[src/rtl/reset_release_sequencer.sv]
// reset_release_sequencer
//   Produces staggered active-low reset lines for downstream flop banks.
//   All lines are held low for HOLD_CYCLES. The lines are then released one
//   at a time, bit 0 first, with STAGGER_CYCLES between releases. When the
//   sequence is complete, a software request can restart it. The request
//   is acknowledged with a one-cycle pulse.
//
// Ports
//   clk           clock
//   reset         synchronous active-low reset
//   sw_rst_req    software re-reset request, level-sampled (honoured in DONE)
//   sw_rst_ack    one-cycle pulse when a request is accepted
//   rst_out_n     downstream active-low resets, bit 0 released first
//   all_released  high while every rst_out_n bit is 1
//
// States
//   HOLD    | all lines asserted, counting the hold-off period
//   RELEASE | releasing lines 1..NUM_OUT-1, one per stagger period
//   DONE    | all lines released, waiting for a software request
module reset_release_sequencer #(
  parameter int NUM_OUT        = 4,
  parameter int HOLD_CYCLES    = 16,
  parameter int STAGGER_CYCLES = 4
) (
  input  logic               clk,
  input  logic               reset,
  input  logic               sw_rst_req,
  output logic               sw_rst_ack,
  output logic [NUM_OUT-1:0] rst_out_n,
  output logic               all_released
);

  localparam int MAX_CNT = (HOLD_CYCLES > STAGGER_CYCLES) ? HOLD_CYCLES : STAGGER_CYCLES;
  localparam int CNT_W   = $clog2(MAX_CNT + 1);
  localparam int IDX_W   = (NUM_OUT > 1) ? $clog2(NUM_OUT) : 1;

  typedef enum logic [1:0] {
    HOLD    = 2'd0,
    RELEASE = 2'd1,
    DONE    = 2'd2
  } state_t;

  state_t             state_q, state_d;
  logic [CNT_W-1:0]   cnt_q, cnt_d;
  logic [IDX_W-1:0]   idx_q, idx_d;
  logic               rel_now;
  logic               accept;
  logic [NUM_OUT-1:0] rst_d;
  logic               ack_d;
  logic               all_d;

  // State register. The outputs are registered here as well, so the reset
  // lines are driven directly from flops.
  always_ff @(posedge clk) begin
    if (!reset) begin
      state_q      <= HOLD;
      cnt_q        <= '0;
      idx_q        <= '0;
      rst_out_n    <= '0;
      sw_rst_ack   <= 1'b0;
      all_released <= 1'b0;
    end else begin
      state_q      <= state_d;
      cnt_q        <= cnt_d;
      idx_q        <= idx_d;
      rst_out_n    <= rst_d;
      sw_rst_ack   <= ack_d;
      all_released <= all_d;
    end
  end

  // Next-state logic. rel_now marks the edge on which line idx_q is released.
  always_comb begin
    state_d = state_q;
    cnt_d   = cnt_q;
    idx_d   = idx_q;
    rel_now = 1'b0;
    accept  = 1'b0;
    unique case (state_q)
      HOLD: begin
        if (cnt_q == CNT_W'(HOLD_CYCLES - 1)) begin
          cnt_d   = '0;
          rel_now = 1'b1;
          if (NUM_OUT == 1) begin
            state_d = DONE;
          end else begin
            state_d = RELEASE;
            idx_d   = IDX_W'(1);
          end
        end else begin
          cnt_d = cnt_q + CNT_W'(1);
        end
      end
      RELEASE: begin
        if (cnt_q == CNT_W'(STAGGER_CYCLES - 1)) begin
          cnt_d   = '0;
          rel_now = 1'b1;
          if (idx_q == IDX_W'(NUM_OUT - 1)) begin
            state_d = DONE;
          end else begin
            idx_d = idx_q + IDX_W'(1);
          end
        end else begin
          cnt_d = cnt_q + CNT_W'(1);
        end
      end
      DONE: begin
        if (sw_rst_req) begin
          accept  = 1'b1;
          state_d = HOLD;
          cnt_d   = '0;
          idx_d   = '0;
        end
      end
      default: begin
        state_d = HOLD;
        cnt_d   = '0;
        idx_d   = '0;
      end
    endcase
  end

  // Output logic: next values of the registered outputs.
  always_comb begin
    rst_d = rst_out_n;
    ack_d = accept;
    if (accept) begin
      rst_d = '0;
    end else if (rel_now) begin
      for (int i = 0; i < NUM_OUT; i++) begin
        if (idx_q == IDX_W'(i)) begin
          rst_d[i] = 1'b1;
        end
      end
    end
    all_d = &rst_d;
  end

endmodule
[config.mk]
export PLATFORM = sky130hd
export DESIGN_NAME = reset_release_sequencer
export DESIGN_NICKNAME = d
export VERILOG_FILES = /design/src/rtl/reset_release_sequencer.sv
export SDC_FILE = /design/constraint.sdc
export NUM_CORES = 1
export LEC_CHECK = 0
export BUFFER_PORTS_ARGS = -buffer_cell sky130_fd_sc_hd__buf_4
export CAP_MARGIN = 10
export CORE_MARGIN = 8
export CORE_UTILIZATION = 40
export DETAILED_ROUTE_END_ITERATION = 8
export PLACE_DENSITY = 0.6
export SLEW_MARGIN = 10
export SYNTH_ARGS = -nofsm -noshare
export SYNTH_HDL_FRONTEND = slang
export SYNTH_SLANG_ARGS = --single-unit
[constraint.sdc]
create_clock -name clk -period 3.9 [get_ports clk]
set_clock_uncertainty 0.05 [all_clocks]
set_input_delay 0.78 -clock clk [delete_from_list [all_inputs] [get_ports clk]]
set_output_delay 0.78 -clock clk [all_outputs]
set_load 0.01 [all_outputs]
==> results by group <==
Route
  – DR DRC count: 0
  – Via count: ~670
  – Post-DRT Antenna Nets: 0
  – Vias per inst: 5.33
  – Router iterations before antenna repair: 4
  – Routed WL per cell: 13.3 µm
  – Initial DRC Count: 14
  – Routed wire length: 1.67 mm

Global route
  – Global-route wire length before repair: 2.64 mm
  – Grt ovf: 0
  – Initial antenna violation count: 0
  – Number of global-route vias before repair: 587
  – GRT Util Overall: 0.0932
  – Pin count of the biggest net entering global routing: 15

Setup path
  – Worst-path fanout max: 5
  – Worst EP arrival: 2.20 ns
  – CP Data Required Time: 4.04 ns
  – Worst reg2reg path depth: 7
  – Reg2reg start: cnt_q[0]
  – Startpoint types: flip-flop
  – R2r setup slk: 1.84 ns
  – Worst R2R End: cnt_q[2]
  – Crit Path Category: reg2reg
  – CP Capture Type: flip-flop

Floorplan
  – I/O pin count: 9
  – Initial Util: 0.425
  – Die Span Y: ~62 µm
  – Core area: 0.00198 mm²
  – Rows: 16
  – DIE WIDTH: between 60 and 70 µm
  – DIE AREA: between 0.003 and 0.004 mm²

Timing
  – Min cycle time layout: 2.06 ns
  – Setup_tns: 0 ns
  – Part of the cycle the worst path needs: 0.528
  – Fin. max-slew vios: 0
  – Max Clk Rate: 486 MHz
  – Final Hold Fails: 0
  – Final Setup Violations: 0
  – Unrepaired setup endpoints after global routing: false
  – Slew Limit Headroom: 0.654
  – Setup ws final: between 1.5 and 2 ns
  – Worst-margin pin slew: 0.518 ns

Power and ir drop
  – Power Density: around 280 mW/mm²
  – Total power: 265 µW
  – Peak VDD IR: 0.166 mV
  – Leakage power: 0.390 nW

Placement
  – Pre-CTS WS: approximately 1.9 ns
  – Final Wtd Congestion: roughly 0.79
  – Buffers on Ports: 8
  – Placed instance area: 920 µm²
  – HPWL after detailed placement: about 1.2 mm

Clock network
  – Clk slew on worst S/H paths: around 0.09 ns
  – Clock Latency Late Sink: 0.29 ns
  – TritonCTS Buffers: 3
  – Cts-stage hold buffer count: 0
  – Postcts setup bufs: 0
  – CTS tree: built
  – Resized cells post-CTS: 0
  – Clock sinks: 15
  – H-tree depth: 1
  – Root Driver: clkbuf_4
  – Longest Clk Path Bufs: 2

Yosys
  – Most common cell in the netlist: dfxtp_1
  – Synth area leaders: dfxtp_1 36%, ha_1 10%, nor2_1 4.9%, o2bb2ai_4 3.3%, a21oi_1 3.0%
  – Sequential area share after synthesis: 0.357
  – Yosys synthesis warning count: 0
  – Syn avg cell area: around 9.6 µm²
  – Post-synth EDFFs: 0
  – Yosys reg bits: 15
  – Commonest cells post-synth: 15 x dfxtp_1, 11 x nor2_1, 7 x ha_1
  – Yosys cell types: 40
  – Share of the synthesized area in the top cell type: 0.357
  – Ys async rst share: 0
  – Yosys top cell by area: dfxtp_1
  – Syn Nets: 98
  – Synth Flop Type: dfxtp_1
  – Synth Cell Area: 842 µm²
  – Mapped Cells: 88

Finish
  – Footprint of the multi-input gates: 503 µm²
  – Area grow syn2layout: 12.3%
  – Number of nets in the layout: 109
  – Layout cells sized above 1: 0.214
  – Antenna cells: 0
  – Final instance area: 946 µm²
  – Reg area: 300 µm²
  – Layout fillers: 197

Worst hold path
  – Hold worst-path end: rst_out_n[1]
  – Hold Path Class: reg2reg
  – Hold path start: rst_out_n[1]
  – Worst hold path depth: 2

Flow run
  – Max_cap viols: 0

Run status
  – Outcome: finished, final reports clean
[registers in the layout, indices dropped and copies added (netlist names)]
| signal | flops |
|---|---|
| cnt_q | 5 |
| rst_out_n | 4 |
| idx_q | 2 |
| state_q | 2 |
| all_released | 1 |
| sw_rst_ack | 1 |
[cell type report]
type	count	area share
Clock buffer	4	0.0278
Inverter	6	0.0238
Multi-Input combinational cell	65	0.532
Sequential cell	15	0.317
Tap cell	27	0.0357
Timing Repair Buffer	8	0.0635
[through the flow]
stage                      util  hold slack (ns)  instances
after floorplan               -            0.441         88
after global placement    0.464            0.434        121
after detailed placement  0.464            0.463        121
after CTS                 0.477            0.478        125
after global routing      0.477            0.497        125
final                     0.477            0.471        125
[layer usage]
| layer | vias to the layer above | track usage | share of wire |
|---|---|---|---|
| li1 | 340 | - | - |
| met1 | 315 | 0.104 | 0.45 |
| met2 | 9 | 0.154 | 0.50 |
| met3 | 2 | 0.0432 | 0.047 |
| met4 | 0 | 0.0292 | 0.0078 |
| met5 | - | 0 | 0 |
[layout by cell type, fill, tap and decap left out, types with 2 or more instances in the layout]
master	instances
a31oi_1	2
and2_1	2
buf_4	8
dfxtp_1	15
nand2_1	5
nor2_1	11
o21a_1	2
ha_1	7
o21ai_1	3
inv_1	6
clkbuf_4	3
a21oi_1	5
[logic make-up (layout without fill, tap and decap cells)]
group	count (synthesis)	count (layout)	share of synthesized area
AOI/OAI and AO/OA	26	26	0.256
adders and majority gates	7	7	0.104
and+or+nand+nor	31	31	0.226
buffers and inverters	8	18	0.0461
DFF	15	15	0.357
muxes	1	1	0.0119
[how the worst max path moves through the flow]
stage	from	end	slack, ns	cells past startpoint
final	cnt_q[0]	cnt_q[2]	1.84	7
after global routing	cnt_q[0]	cnt_q[1]	1.68	7
after CTS	cnt_q[0]	cnt_q[2]	1.84	7
after detailed placement	cnt_q[0]	cnt_q[2]	1.87	7
after global placement	sw_rst_req	idx_q[0]	1.96	5
after floorplan	cnt_q[0]	cnt_q[2]	2.06	7
[power breakdown]
group	switching, mW	internal [mW]	total, mW
Clock	0.0511	0.0398	0.0909
Combinational	0.00796	0.00770	0.0157
Sequential	0.00283	0.156	0.158
Total	0.0619	0.203	0.265
[worst max-delay path: stages (launching register included)]
cell	delay (ns)
dfxtp_1	0.38
ha_1	0.24
and3_2	0.21
ha_1	0.18
nor2b_1	0.45
nor3_1	0.10
o21a_1	0.18
o21a_1	0.17
(Power assumes the default switching activity.)
